## src/rtl/usr_pkg.sv

```systemverilog
// Shared mode encoding and types for the universal shift register.
package usr_pkg;

  typedef logic [2:0] usr_mode_t;

  localparam usr_mode_t MODE_HOLD = 3'b000;
  localparam usr_mode_t MODE_SHL  = 3'b001;
  localparam usr_mode_t MODE_SHR  = 3'b010;
  localparam usr_mode_t MODE_ROL  = 3'b011;
  localparam usr_mode_t MODE_ROR  = 3'b100;
  localparam usr_mode_t MODE_LOAD = 3'b101;
  localparam usr_mode_t MODE_CLR  = 3'b110;

  // Shift and rotate modes advance the shift counter; load and clear restart it.
  function automatic logic is_shift_mode(input usr_mode_t mode);
    return (mode == MODE_SHL) || (mode == MODE_SHR) ||
           (mode == MODE_ROL) || (mode == MODE_ROR);
  endfunction

endpackage

```

## src/rtl/usr_next_q.sv

```systemverilog
// Combinational next-value mux for the universal shift register.
module usr_next_q
  import usr_pkg::*;
#(
  parameter int                 WIDTH   = 8,
  parameter logic [WIDTH-1:0]   RST_VAL = '0
) (
  input  logic [WIDTH-1:0] q,
  input  usr_mode_t        mode,
  input  logic [WIDTH-1:0] din,
  input  logic             sin_l,
  input  logic             sin_r,
  output logic [WIDTH-1:0] q_next
);

  // Select the next register value; reserved encoding falls through to hold.
  always_comb begin
    q_next = q;
    case (mode)
      MODE_HOLD: q_next = q;
      MODE_SHL:  q_next = {q[WIDTH-2:0], sin_r};
      MODE_SHR:  q_next = {sin_l, q[WIDTH-1:1]};
      MODE_ROL:  q_next = {q[WIDTH-2:0], q[WIDTH-1]};
      MODE_ROR:  q_next = {q[0], q[WIDTH-1:1]};
      MODE_LOAD: q_next = din;
      MODE_CLR:  q_next = RST_VAL;
      default:   q_next = q;
    endcase
  end

endmodule

```

## src/rtl/univ_shift_reg.sv

```systemverilog
// WIDTH-bit universal shift register with saturating shift counter and done flag.
// Optional registered parity output is enabled by defining USR_PARITY_EN.
module univ_shift_reg
  import usr_pkg::*;
#(
  parameter int               WIDTH   = 8,
  parameter logic [WIDTH-1:0] RST_VAL = '0,
  localparam int              CW      = $clog2(WIDTH + 1)
) (
  input  logic             clk,
  input  logic             rst,
  input  logic             en,
  input  logic [2:0]       mode,
  input  logic [WIDTH-1:0] din,
  input  logic             sin_l,
  input  logic             sin_r,
  output logic [WIDTH-1:0] q,
`ifdef USR_PARITY_EN
  output logic             parity,
`endif
  output logic             sout_l,
  output logic             sout_r,
  output logic [CW-1:0]    shift_cnt,
  output logic             done
);

  localparam logic [CW-1:0] CNT_MAX = CW'(WIDTH);

  logic [WIDTH-1:0] q_q, q_d, q_next_s;
  logic [CW-1:0]    cnt_q, cnt_d;
  logic             done_q, done_d;
  usr_mode_t        mode_s;

  assign mode_s = usr_mode_t'(mode);

  usr_next_q #(
    .WIDTH   (WIDTH),
    .RST_VAL (RST_VAL)
  ) u_next_q (
    .q      (q_q),
    .mode   (mode_s),
    .din    (din),
    .sin_l  (sin_l),
    .sin_r  (sin_r),
    .q_next (q_next_s)
  );

  // Next-state for register, counter and done; done tracks the next counter value.
  always_comb begin
    q_d    = q_q;
    cnt_d  = cnt_q;
    if (en) begin
      q_d = q_next_s;
      if (is_shift_mode(mode_s)) begin
        cnt_d = (cnt_q == CNT_MAX) ? cnt_q : cnt_q + CW'(1);
      end else if ((mode_s == MODE_LOAD) || (mode_s == MODE_CLR)) begin
        cnt_d = '0;
      end else begin
        cnt_d = cnt_q;
      end
    end else begin
      q_d   = q_q;
      cnt_d = cnt_q;
    end
    done_d = (cnt_d == CNT_MAX);
  end

  // State registers with synchronous active-low reset.
  always_ff @(posedge clk) begin
    if (!rst) begin
      q_q    <= RST_VAL;
      cnt_q  <= '0;
      done_q <= 1'b0;
    end else begin
      q_q    <= q_d;
      cnt_q  <= cnt_d;
      done_q <= done_d;
    end
  end

`ifdef USR_PARITY_EN
  logic parity_q;

  // Parity is registered alongside q so it never lags the data.
  always_ff @(posedge clk) begin
    if (!rst) begin
      parity_q <= ^RST_VAL;
    end else begin
      parity_q <= ^q_d;
    end
  end

  assign parity = parity_q;
`endif

  assign q         = q_q;
  assign sout_l    = q_q[WIDTH-1];
  assign sout_r    = q_q[0];
  assign shift_cnt = cnt_q;
  assign done      = done_q;

endmodule

```

## config.mk

```make
export PLATFORM = sky130hd
export DESIGN_NAME = univ_shift_reg
export DESIGN_NICKNAME = d
export VERILOG_FILES = /design/src/rtl/usr_pkg.sv /design/src/rtl/usr_next_q.sv /design/src/rtl/univ_shift_reg.sv
export SDC_FILE = /design/constraint.sdc
export NUM_CORES = 1
export LEC_CHECK = 0
export CAP_MARGIN = 10
export CORE_MARGIN = 1
export CORE_UTILIZATION = 42
export CTS_CLUSTER_DIAMETER = 40
export DETAILED_ROUTE_END_ITERATION = 7
export PLACE_DENSITY = 0.88
export SLEW_MARGIN = 10
export SYNTH_ARGS = -nofsm -noshare
export SYNTH_HDL_FRONTEND = slang
export SYNTH_SLANG_ARGS = --single-unit
```

## constraint.sdc

```tcl
create_clock -name clk -period 2.1 [get_ports clk]
set_input_delay 0.525 -clock clk [delete_from_list [all_inputs] [get_ports clk]]
set_output_delay 0.525 -clock clk [all_outputs]
set_load 0.02 [all_outputs]
```

==> metrics.md <==
| Metric | Value |
|---|---|
| Async SR Flop Fraction | 0 |
| Final Max Tran Viols | 0 |
| Crit. End Element | output pin |
| Post-route minimum period | 1.895 ns |
| Placer Congestion | 0.7386 |
| I/O Buffers | 30 |
| CP max stage delay | 0.65 ns |
| Crit Path Category | reg2out |
| Warnings, synthesis | 0 |
| Area Growth Syn to Fin | 49.07% |
| Ant diodes | 0 |
| Via/cell ratio | 5.584 |
| Clock network latency to the later pin of the worst-skew pair | 0.28 ns |
| Clock Sink Count | 13 |
| Final cell count without fillers | 154 |
| DRC | 0 |
| Post-synthesis instance area | 805.8 µm² |
| Root buf cell | clkbuf_4 |
| Post-synth EDFFs | 0 |
| Cell total after placement | 150 |
| Initial antenna violation count | 0 |
| Fillers | 147 |
| Critical Path Start Type | register |
| Worst-Margin Slew | 0.3995 ns |
| Yosys cell types | 32 |
| Die area | 0.002098 mm² |
| Synth top cells by count | dfxtp_1 (13), nand2_1 (11), o211a_1 (7) |
| Most area-hungry cell type in the Yosys netlist | dfxtp_1 |
| PnR Total Power | 620.7 µW |
| Yosys reg bits | 13 |
| Dpl hpwl | 1.504 mm |
| Storage element area | 260.3 µm² |
| Total CTS buffers | 3 |
| CTS H-tree depth | 1 |
| Hold Crit Depth | 1 |
| Clock slew at reported path FFs | 0.07 ns |
| # setup viols final | 0 |
| Number of global-route vias before repair | 809 |
| Rows | 15 |
| Final Hold Fails | 0 |
| Multi-input combinational cell area | 474.2 µm² |
| Hold_buf cts | 0 |
| Fmax | 527.8 MHz |
| Starting density of the core | 0.4567 |
| Max-Cap Viols | 0 |
| Final period util | 0.9023 |
| Power per Cell Area | 516.7 mW/mm² |
| DRT antenna net count | 0 |
| Slew headroom | 0.7327 |
| HP Class | reg2reg |
| IO Pins | 31 |
| Core Area | 0.001764 mm² |
| TritonCTS clock tree | built |
| Grt ovf | 0 |
| Post-Synthesis Net Count | 109 |
| Arr. time, crit path | 1.37 ns |
| Worst R2R Setup Slack | 0.49 ns |
| Initial DRC Count | 26 |
| Required @ worst endpoint | 1.57 ns |
| Nets | 148 |
| Final wirelength | 1.933 mm |
| Post-CTS resize count | 0 |
| Cell count after synthesis | 91 |
| Worst r2r path cells | 7 |
| Most common cell in the netlist | dfxtp_1 |
| Syn_area_per_cell | 8.855 µm² |
| Crit-path cells | clkdlybuf4s50_1 |
| Pin count of the biggest net entering global routing | 16 |
| Share of layout cells above drive strength 1 | 0.1550 |
| Largest delay share family, worst path | buffers and inverters |
| WP depth | 1 |
| Share of the synthesized area in the top cell type | 0.3230 |
| Worst Path Max Fanout | 7 |
| Die width | 45.80 µm |
| P_leak | 0.0005442 µW |
| Postcts setup bufs | 0 |
| Main flop type after synthesis | dfxtp_1 |
| Unrepaired setup endpoints after global routing | false |
| Max clock buf depth | 2 |
| Sequential share of the synthesized area | 0.3230 |
| Total number of vias | 860 |
| Routed length per instance | 12.55 µm |
| Synth area leaders | dfxtp_1 (32%), o211a_1 (8.7%), a222oi_1 (7.5%) |
| First-pass GRT wire length | 3.236 mm |
| VDD IR-drop max | 0.3104 mV |
| Die Y-Extent | 45.80 µm |
| Initial DRT Pass Iterations | 5 |
| Slowest cell on crit path | clkdlybuf4s50_1 |
| GRT Overall Usage | 0.2114 |
| Worst Clk Skew | 0.003485 ns |
| Buffers & Inverters on Critical Path | 1 |
| Status | finished, final reports clean |
## logic make-up after synthesis
logic type / Yosys count / share of synthesized area
AND/OR/NAND/NOR: 33 / 0.2422
buffers and inverters: 13 / 0.08850
multiplexers: 2 / 0.02640
XOR/XNOR: 1 / 0.01087
flip-flops: 13 / 0.3230
adder cells (fa/ha/maj): 2 / 0.03105
AO/OA/AOI/OAI: 27 / 0.2780
## placed cells by master, fill, tap and decap left out, drive strengths merged, types with 2 or more instances in the layout
cell type / synthesis / final
dfxtp: 13 / 13
inv: 5 / 5
and2: 3 / 3
nand2: 11 / 11
a21o: 2 / 2
a21oi: 2 / 2
ha: 2 / 2
nand3: 4 / 4
nor2: 4 / 4
o211a: 7 / 7
clkbuf: 4 / 4
a222oi: 6 / 6
o211ai: 2 / 2
clkdlybuf4s50: 0 / 30
o21ai: 5 / 5
buf: 4 / 12
nand4: 3 / 3
## routing by layer
metal | part of all wire | track usage
met1 | 0.44 | 0.2512
met3 | 0.063 | 0.03175
met4 | 0.011 | 0.07647
met2 | 0.49 | 0.3800
met5 | 0 | 0
## cell type report
type / instances / share of cell area
inverter: 5 / 0.01563
timing repair buffer: 42 / 0.3250
multi-input combinational: 65 / 0.3948
clock buffer: 4 / 0.02188
tap: 25 / 0.02604
sequential: 13 / 0.2167
## per-stage QoR
step                TNS [ns]  utilization  setup slack [ns]  instance area [µm²]  hold slack [ns]
finish                     0       0.6809            0.2052                 1201           0.5699
global route               0       0.6809           0.05793                 1201           0.5989
CTS                        0       0.6809            0.1872                 1201           0.5718
detailed placement   -0.3065       0.6660          -0.06956                 1175           0.5491
global placement     -0.1073       0.6660          -0.07378                 1175           0.5460
floorplan                  0            -            0.2593                805.8           0.6419
## power by group
group          total [µW]  switching (µW)  internal (µW)
clock network         152            78.3           73.7
logic                 190            85.7            104
registers             279            17.8            261
## worst paths after layout
path,startpoint,end
min,q[4],q[4]
max reg2reg,shift_cnt[0],done
max,shift_cnt[0],shift_cnt[0]
min reg2reg,q[4],q[4]
## state kept, by name, summed over array words and instances, names as in the netlist
| register | cells |
|---|---|
| shift_cnt | 4 |
| q | 8 |
| done | 1 |
## worst reg2reg max path, delay by kind of cell, from the launching register on
family,cells,cell delay (ns)
flops,1,0.44
fa+ha+maj,1,0.20
simple gates,3,0.54
buf+inv,1,0.09
compound gates,2,0.24
(Power assumes the default switching activity.)
